### config.mk
export PLATFORM = sky130hd
export DESIGN_NAME = bch_stream_decoder
export DESIGN_NICKNAME = d
export VERILOG_FILES = /design/src/rtl/bch_pkg.sv /design/src/rtl/gf_mult.sv /design/src/rtl/bch_stream_decoder.sv
export SDC_FILE = /design/constraint.sdc
export NUM_CORES = 1
export LEC_CHECK = 0
export ABC_AREA = 1
export BUFFER_PORTS_ARGS = -buffer_cell sky130_fd_sc_hd__buf_4
export CORE_MARGIN = 2
export CORE_UTILIZATION = 39
export CTS_BUF_LIST = sky130_fd_sc_hd__clkbuf_2 sky130_fd_sc_hd__clkbuf_4 sky130_fd_sc_hd__clkbuf_8
export DETAILED_ROUTE_END_ITERATION = 7
export MAX_ROUTING_LAYER = met4
export PLACE_DENSITY = 0.62
export SLEW_MARGIN = 20
export SYNTH_ARGS = -nofsm -noshare
export SYNTH_HDL_FRONTEND = slang
export SYNTH_HIERARCHICAL = 1
export SYNTH_SLANG_ARGS = --single-unit
### constraint.sdc
create_clock -name clk -period 5.44 [get_ports clk]
set_input_delay 1.632 -clock clk [delete_from_list [all_inputs] [get_ports clk]]
set_output_delay 1.632 -clock clk [all_outputs]
set_load 0.02 [all_outputs]
### src/rtl/bch_pkg.sv
// Package for the t=2 binary BCH stream decoder.
// Holds the decoder state encoding and GF(2^m) helpers written for any m up
// to MAX_M. Field elements are passed zero-extended to MAX_M bits. The
// primitive polynomial is passed as MAX_M+1 bits, with its x^m term set.
package bch_pkg;

  localparam int MAX_M = 16;
  localparam int MAX_W = MAX_M + 1;

  typedef enum logic [1:0] {
    RECV  = 2'd0,
    SOLVE = 2'd1,
    OUT   = 2'd2
  } state_e;

  // a * alpha: shift up, and fold the x^m term back in through the polynomial.
  function automatic logic [MAX_M-1:0] gf_mul_alpha(input logic [MAX_M-1:0] a,
                                                    input int m,
                                                    input logic [MAX_M:0] poly);
    logic [MAX_M:0] t;
    t = {a, 1'b0};
    if ((t & (MAX_W'(1) << m)) != '0) t = t ^ poly;
    return t[MAX_M-1:0];
  endfunction

  // a * alpha^-1: make a divisible by x by adding the polynomial when a[0]
  // is set, then shift down.
  function automatic logic [MAX_M-1:0] gf_mul_alpha_inv(input logic [MAX_M-1:0] a,
                                                        input logic [MAX_M:0] poly);
    logic [MAX_M:0] t;
    t = {1'b0, a};
    if (a[0]) t = t ^ poly;
    return t[MAX_M:1];
  endfunction

  // Shift-and-add product, reduced one alpha step at a time.
  function automatic logic [MAX_M-1:0] gf_mul(input logic [MAX_M-1:0] a,
                                              input logic [MAX_M-1:0] b,
                                              input int m,
                                              input logic [MAX_M:0] poly);
    logic [MAX_M-1:0] acc;
    logic [MAX_M-1:0] x;
    logic [MAX_M-1:0] bb;
    acc = '0;
    x   = a;
    bb  = b;
    for (int i = 0; i < MAX_M; i++) begin
      if (bb[0]) acc = acc ^ x;
      bb = bb >> 1;
      x  = gf_mul_alpha(x, m, poly);
    end
    return acc;
  endfunction

endpackage

### src/rtl/gf_mult.sv
// Combinational GF(2^GF_M) multiplier.
// Ports: a_i, b_i  field operands (GF_M bits)
//        p_o       a_i * b_i reduced by PRIM_POLY
module gf_mult
  import bch_pkg::*;
#(
  parameter int              GF_M      = 6,
  parameter logic [GF_M:0]   PRIM_POLY = 7'b1000011
) (
  input  logic [GF_M-1:0] a_i,
  input  logic [GF_M-1:0] b_i,
  output logic [GF_M-1:0] p_o
);

  assign p_o = GF_M'(gf_mul(MAX_M'(a_i), MAX_M'(b_i), GF_M, MAX_W'(PRIM_POLY)));

endmodule

### src/rtl/bch_stream_decoder.sv
// Bit-serial t=2 binary BCH decoder over GF(2^GF_M), with frame length
// N = 2^GF_M-1.
// The decoder works one frame at a time:
//   RECV  - takes in the frame, stores it and builds the syndromes S1 and S3.
//   SOLVE - runs for GF_M cycles and solves the error locator.
//   OUT   - runs a Chien search and emits one corrected bit per beat.
// Optional macro BCH_DEC_STATS_EN adds saturating statistics counters.
// Ports:
//   clk, rst_n                 clock and synchronous active-low reset
//   in_bit/in_valid/in_ready   input stream; beat k is code position k
//   out_bit/out_valid/out_ready output stream, position order 0..N-1
//   out_last                   marks beat N-1
//   out_err_cnt, out_uncorr    frame status, meaningful with out_last
//   stat_frames/corr/uncorr    statistics (BCH_DEC_STATS_EN only)
// Handshake: a beat transfers on a rising edge where valid && ready.
// While out_valid && !out_ready, every output is held stable.
module bch_stream_decoder
  import bch_pkg::*;
#(
  parameter int            GF_M      = 6,
  parameter logic [GF_M:0] PRIM_POLY = 7'b1000011
`ifdef BCH_DEC_STATS_EN
  , parameter int          STAT_W    = 16
`endif
) (
  input  logic              clk,
  input  logic              rst_n,
  input  logic              in_bit,
  input  logic              in_valid,
  output logic              in_ready,
  output logic              out_bit,
  output logic              out_valid,
  input  logic              out_ready,
  output logic              out_last,
  output logic [1:0]        out_err_cnt,
  output logic              out_uncorr
`ifdef BCH_DEC_STATS_EN
  , output logic [STAT_W-1:0] stat_frames
  , output logic [STAT_W-1:0] stat_corr
  , output logic [STAT_W-1:0] stat_uncorr
`endif
);

  localparam int N = (1 << GF_M) - 1;
  typedef logic [GF_M-1:0] gf_t;
  localparam gf_t GF_ONE    = gf_t'(1);
  localparam gf_t POS_LAST  = gf_t'(N - 1);
  localparam gf_t POS_PEN   = gf_t'(N - 2);
  localparam gf_t STEP_LAST = gf_t'(GF_M - 1);

  function automatic gf_t mul_a(input gf_t v);
    return gf_t'(gf_mul_alpha(MAX_M'(v), GF_M, MAX_W'(PRIM_POLY)));
  endfunction

  function automatic gf_t mul_ainv(input gf_t v);
    return gf_t'(gf_mul_alpha_inv(MAX_M'(v), MAX_W'(PRIM_POLY)));
  endfunction

  state_e      state_q;
  logic [N-1:0] buf_q;
  gf_t         pos_q, step_q;
  gf_t         ak_q, a3k_q, s1_q, s3_q;
  gf_t         inv_q, sig1_q, sig2_q, x_q, x2_q;
  logic [1:0]  roots_q;
  logic        noloc_q;
  logic        in_ready_q, out_valid_q, out_bit_q, out_last_q, out_uncorr_q;
  logic [1:0]  out_err_q;

  logic        hs_in, hs_out, solve_last, in_out;
  gf_t         pos_inc, x_nxt, x2_nxt;
  gf_t         m0_a, m0_b, m0_p, m1_b, m1_p, m2_a, m2_b, m2_p;
  gf_t         sig2_d;
  logic        noloc_d, root0, root_nxt;
  logic [1:0]  roots_d, exp_roots;

  assign hs_in      = in_valid && in_ready_q;
  assign hs_out     = out_valid_q && out_ready;
  assign solve_last = (step_q == STEP_LAST);
  assign in_out     = (state_q == OUT);
  assign pos_inc    = pos_q + GF_ONE;
  assign x_nxt      = mul_ainv(x_q);
  assign x2_nxt     = mul_ainv(mul_ainv(x2_q));

  // In SOLVE, m0 squares the running power of S1.
  // m1 then multiplies that square by S1, or by S3 on the final step, when
  // the square is S1^-1.
  // m2 gives S1^2.
  // In OUT, m0 and m2 form sig1*x and sig2*x^2 for the next position.
  assign m0_a = in_out ? sig1_q : inv_q;
  assign m0_b = in_out ? x_nxt  : inv_q;
  assign m1_b = solve_last ? s3_q : s1_q;
  assign m2_a = in_out ? sig2_q : s1_q;
  assign m2_b = in_out ? x2_nxt : s1_q;

  gf_mult #(.GF_M(GF_M), .PRIM_POLY(PRIM_POLY)) u_m0 (.a_i(m0_a), .b_i(m0_b), .p_o(m0_p));
  gf_mult #(.GF_M(GF_M), .PRIM_POLY(PRIM_POLY)) u_m1 (.a_i(m0_p), .b_i(m1_b), .p_o(m1_p));
  gf_mult #(.GF_M(GF_M), .PRIM_POLY(PRIM_POLY)) u_m2 (.a_i(m2_a), .b_i(m2_b), .p_o(m2_p));

  assign sig2_d  = m2_p ^ m1_p;
  assign noloc_d = (s1_q == '0) && (s3_q != '0);
  // Position 0 has x = 1, so the locator test there is just sig1 ^ sig2.
  assign root0    = ((s1_q ^ sig2_d) == GF_ONE) && !noloc_d;
  assign root_nxt = ((m0_p ^ m2_p) == GF_ONE) && !noloc_q;
  assign roots_d  = roots_q + {1'b0, root_nxt};
  assign exp_roots = (sig1_q == '0 && sig2_q == '0) ? 2'd0 :
                     (sig2_q == '0)                 ? 2'd1 : 2'd2;

  // Every frame overwrites all N positions, so the buffer needs no reset.
  always_ff @(posedge clk) begin
    if (hs_in) buf_q[pos_q] <= in_bit;
  end

  always_ff @(posedge clk) begin
    if (!rst_n) begin
      state_q      <= RECV;
      pos_q        <= '0;
      step_q       <= '0;
      ak_q         <= GF_ONE;
      a3k_q        <= GF_ONE;
      s1_q         <= '0;
      s3_q         <= '0;
      inv_q        <= GF_ONE;
      sig1_q       <= '0;
      sig2_q       <= '0;
      x_q          <= GF_ONE;
      x2_q         <= GF_ONE;
      roots_q      <= '0;
      noloc_q      <= 1'b0;
      in_ready_q   <= 1'b1;
      out_valid_q  <= 1'b0;
      out_bit_q    <= 1'b0;
      out_last_q   <= 1'b0;
      out_err_q    <= '0;
      out_uncorr_q <= 1'b0;
    end else begin
      case (state_q)
        RECV: begin
          if (hs_in) begin
            if (in_bit) begin
              s1_q <= s1_q ^ ak_q;
              s3_q <= s3_q ^ a3k_q;
            end
            ak_q  <= mul_a(ak_q);
            a3k_q <= mul_a(mul_a(mul_a(a3k_q)));
            if (pos_q == POS_LAST) begin
              state_q    <= SOLVE;
              in_ready_q <= 1'b0;
              pos_q      <= '0;
              step_q     <= '0;
              inv_q      <= GF_ONE;
            end else begin
              pos_q <= pos_inc;
            end
          end
        end
        SOLVE: begin
          // inv_q walks through S1^(2^(k+1)-1). The square on the final step
          // gives S1^(2^GF_M-2), which is S1^-1.
          step_q <= step_q + GF_ONE;
          if (!solve_last) begin
            inv_q <= m1_p;
          end else begin
            inv_q       <= m0_p;
            sig1_q      <= s1_q;
            sig2_q      <= sig2_d;
            noloc_q     <= noloc_d;
            state_q     <= OUT;
            out_valid_q <= 1'b1;
            out_bit_q   <= buf_q[0] ^ root0;
            out_last_q  <= 1'b0;
            roots_q     <= {1'b0, root0};
            x_q         <= GF_ONE;
            x2_q        <= GF_ONE;
            pos_q       <= '0;
          end
        end
        OUT: begin
          if (hs_out) begin
            if (out_last_q) begin
              state_q      <= RECV;
              out_valid_q  <= 1'b0;
              out_bit_q    <= 1'b0;
              out_last_q   <= 1'b0;
              out_err_q    <= '0;
              out_uncorr_q <= 1'b0;
              in_ready_q   <= 1'b1;
              pos_q        <= '0;
              ak_q         <= GF_ONE;
              a3k_q        <= GF_ONE;
              s1_q         <= '0;
              s3_q         <= '0;
            end else begin
              pos_q     <= pos_inc;
              x_q       <= x_nxt;
              x2_q      <= x2_nxt;
              out_bit_q <= buf_q[pos_inc] ^ root_nxt;
              roots_q   <= roots_d;
              if (pos_q == POS_PEN) begin
                out_last_q   <= 1'b1;
                out_err_q    <= roots_d;
                out_uncorr_q <= noloc_q || (roots_d != exp_roots);
              end
            end
          end
        end
        default: state_q <= RECV;
      endcase
    end
  end

  assign in_ready    = in_ready_q;
  assign out_valid   = out_valid_q;
  assign out_bit     = out_bit_q;
  assign out_last    = out_last_q;
  assign out_err_cnt = out_err_q;
  assign out_uncorr  = out_uncorr_q;

`ifdef BCH_DEC_STATS_EN
  function automatic logic [STAT_W-1:0] sat_add(input logic [STAT_W-1:0] a,
                                                input logic [STAT_W-1:0] b);
    logic [STAT_W:0] s;
    s = {1'b0, a} + {1'b0, b};
    return s[STAT_W] ? '1 : s[STAT_W-1:0];
  endfunction

  logic [STAT_W-1:0] frames_q, corr_q, uncorr_q;

  always_ff @(posedge clk) begin
    if (!rst_n) begin
      frames_q <= '0;
      corr_q   <= '0;
      uncorr_q <= '0;
    end else if (hs_out && out_last_q) begin
      frames_q <= sat_add(frames_q, STAT_W'(1));
      if (out_uncorr_q) uncorr_q <= sat_add(uncorr_q, STAT_W'(1));
      else              corr_q   <= sat_add(corr_q, STAT_W'(out_err_q));
    end
  end

  assign stat_frames = frames_q;
  assign stat_corr   = corr_q;
  assign stat_uncorr = uncorr_q;
`endif

endmodule
==> metrics.txt <==
cell-internal power=2.23 mW; number of vias after detailed routing=8678; final estimated routing congestion in global placement=0.897; fraction of final layout cells with drive strength greater than 1=8.74%; largest area contributor in the synthesized netlist=edfxtp_1; required time of the critical path=5.79 ns; Worst Max-Slew Pin Slew=1.07 ns; number of H-tree branching levels=4; Pre-Repair DR Iteration Count=6; most frequently used flop master after synthesis=dfxtp_1; WL per Instance=14.5 µm; clock share of power=18.8%; routed length on met3=1480 µm; Gate power share=50.5%; total routed wirelength=25000 µm; count of endpoints failing hold in the final timing report=0; buffer type at the clock tree root=clkbuf_8; global-route wire length before repair=41100 µm; switching power total=2.06 mW; top fanout value on the critical path=34; highest metal layer with signal wires=met4; vias in the first global route=7963; startpoint of the most critical register-to-register path=state_q[0]; clock sink count=141; Static Leak=4.20 nW; count of unresolved DRC violations after routing=0; fill cell instance count of the final layout=2556; wire length on met1=12000 µm; period utilization=87.9%; cell count after synthesis=1394; sequential power share=30.7%; library cell with the highest instance count after synthesis=nand2_1; clock transition at the registers of the reported paths=0.08 ns; Worst Clk Skew=0.0151 ns; asr flop ratio synth=0%; Area contributors post-synth=edfxtp_1 20%, nand2_1 18%, dfxtp_1 16%, nand3_1 6.9%, inv_1 6.2%; Data arrival, critical path=5.13 ns; Distinct cells, synth=39; setup repair bufs after CTS=0; total congestion overflow=0; timing endpoint of the critical path=out_bit; register-to-register setup slack=0.66 ns; Final TNS setup=0 ns; max_cap viols=0; GRT Resource Usage Total=20.4%; maximum number of pins on one net before global-route repair=65; First DRT Iteration DRCs=733; category of the most critical setup path=reg2reg; FF-to-FF End=out_bit; Area after DPL=9750 µm²; Initial Util=39.3%; post-synthesis instance area=9470 µm²; maximum number of buffers from clock root to sink=2; CTS tree=yes; count of flip-flops with a built-in enable after synthesis=63; area added between synthesis and finish=6.84%; number of nets in the layout=1398; remaining antenna violation count=0; CP Launch Point=state_q[0]; area of the die=25600 µm²; total inserted antenna cells=0; initial antenna violation count=0; vias per inst=5.05; element type at the critical path end=register; flip-flop and latch count after synthesis=141; timing-limited maximum frequency=209 MHz; final setup violating endpoints=0; hold buffer count at cts=0; worst IR drop on VDD=0.221 mV; total met2 wirelength after detailed routing=11200 µm; power density cells=423 nW/µm²; number of warnings reported in the yosys synthesis log=6; Worst Reg-to-Reg Cells=23; I/O pins=12; horizontal extent of the die=160 µm; minimum clock period after layout=4.78 ns; fraction of the yosys area taken by sequential cells=36.5%; total half-perimeter wirelength after legalization and detailed placement=17700 µm; startpoint kind of the worst setup timing path=register; num rows=57; mean post-synth cell area=6.80 µm²; unrepaired setup endpoints after global routing=no; number of buffers inserted by port buffering=11; post_cts resized=0; clock insertion delay at the later pin of the skew report=0.46 ns; vertical extent of the die=160 µm; Slew Limit Headroom=27.6%; Core ar.=24100 µm²; Switching Fraction=48.0%; syn nets=1409; number of buffers added by the clock tree synthesis step=17; fin. max-slew vios=0; most frequent cells after synthesis=443 x nand2_1, 157 x inv_1, 130 x nand3_1; Final Cell Area=10100 µm²; Yosys top cell area share=20.0%; worst hold path type=reg2reg; status=complete, no violations
[cells in the final DEF, fill, tap and decap left out, types with 3 or more instances in the layout]
cell        n
nor3_1     28
nand2_4     4
nand3_1   130
clkbuf_8   18
nand2_2    14
a211oi_1   10
o21ai_0    60
edfxtp_1   63
o21ai_2     4
ha_1       10
xor2_1     36
inv_2      19
o21ai_1     6
clkinv_4    6
nor2_1    115
nand2_1   443
nand3_2    11
o211ai_1    5
clkinv_2    4
a21oi_1    71
xnor2_2     3
inv_1     157
nand4_1     7
dfxtp_1    78
buf_4      22
a31oi_1     5
nor3_2      4
nor3b_1     5
xnor2_1    40
nor2_2      3
[final cells by class]
type / count / area [µm²] / share of cell area, %
Multi-Input combinational cell: 1023 / 5050 / 49.9
Sequential cell: 141 / 3450 / 34.1
Inverter: 178 / 669 / 6.61
Tap cell: 324 / 405 / 4.01
Clock buffer: 20 / 258 / 2.55
Timing Repair Buffer: 22 / 165 / 1.63
Clock inverter: 12 / 115 / 1.14
[registers in the layout, indices dropped and copies added, names as in the netlist, 6 cells and up]
register  flops
x2_q          6
s1_q          6
a3k_q         6
sig2_q        6
x_q           6
buf_q        63
ak_q          6
inv_q         6
step_q        6
s3_q          6
pos_q         6
sig1_q        6
[metal layers]
layer	vias to the layer above	track usage, %
li1	4428	-
met1	3983	28.9
met2	242	31.2
met3	25	2.91
met4	0	4.10
met5	-	-
[critical path, cell delays in order, from the launching register on]
cell     delay, ns
dfxtp_1       0.36
inv_1         0.09
ha_1          0.22
buf_4         0.25
o21ai_0       0.67
nand2_1       0.31
nand3_1       0.19
xor2_1        0.18
nand3_1       0.10
nand2_1       0.39
nand2_1       0.18
xor2_1        0.21
nand2_1       0.06
nand2_1       0.09
xor2_1        0.20
xnor2_1       0.39
xor2_1        0.18
nand2_1       0.07
nor2_1        0.17
nand3_1       0.10
nand2_1       0.07
nor2_1        0.04
nor2_1        0.08
a21oi_1       0.07
[per-stage QoR]
stage	power (mW)	setup WS, ns	utilization, %	std cells	hold slack (ns)
after global placement	3.46	0.898	40.4	1688	0.457
after global routing	4.61	0.196	42.0	1720	0.499
after detailed placement	3.48	0.768	40.4	1688	0.460
after CTS	4.28	0.759	42.0	1720	0.471
after floorplan	2.98	1.07	-	1394	0.440
final	4.28	0.661	42.0	1720	0.470
[cell families after synthesis]
family	count (synthesis)	synth area share (%)
AND/OR/NAND/NOR	767	34.7
buffers and inverters	230	10.2
AO/OA/AOI/OAI	166	9.68
flip-flops	141	36.5
XOR/XNOR	79	7.54
adder cells (fa/ha/maj)	10	1.32
multiplexers	1	0.119
[worst min path at each step]
stage | startpoint | to | slack, ns | depth (start not counted)
after floorplan | sig2_q[2] | sig2_q[2] | 0.44 | 2
after global placement | x2_q[4] | x2_q[4] | 0.46 | 2
after detailed placement | x2_q[4] | x2_q[4] | 0.46 | 2
after CTS | x2_q[4] | x2_q[4] | 0.47 | 2
after global routing | inv_q[0] | inv_q[0] | 0.50 | 2
final | x2_q[4] | x2_q[4] | 0.47 | 2
[power groups by stage]
stage / Clock [mW] / Sequential [mW] / Combinational [mW]
detailed placement: 0 / 1.34 / 2.14
global route: 0.861 / 1.33 / 2.42
CTS: 0.819 / 1.31 / 2.15
finish: 0.805 / 1.32 / 2.16
global placement: 0 / 1.34 / 2.13
floorplan: 0 / 1.30 / 1.68
Note: power is estimated with default switching activity, not from simulation.
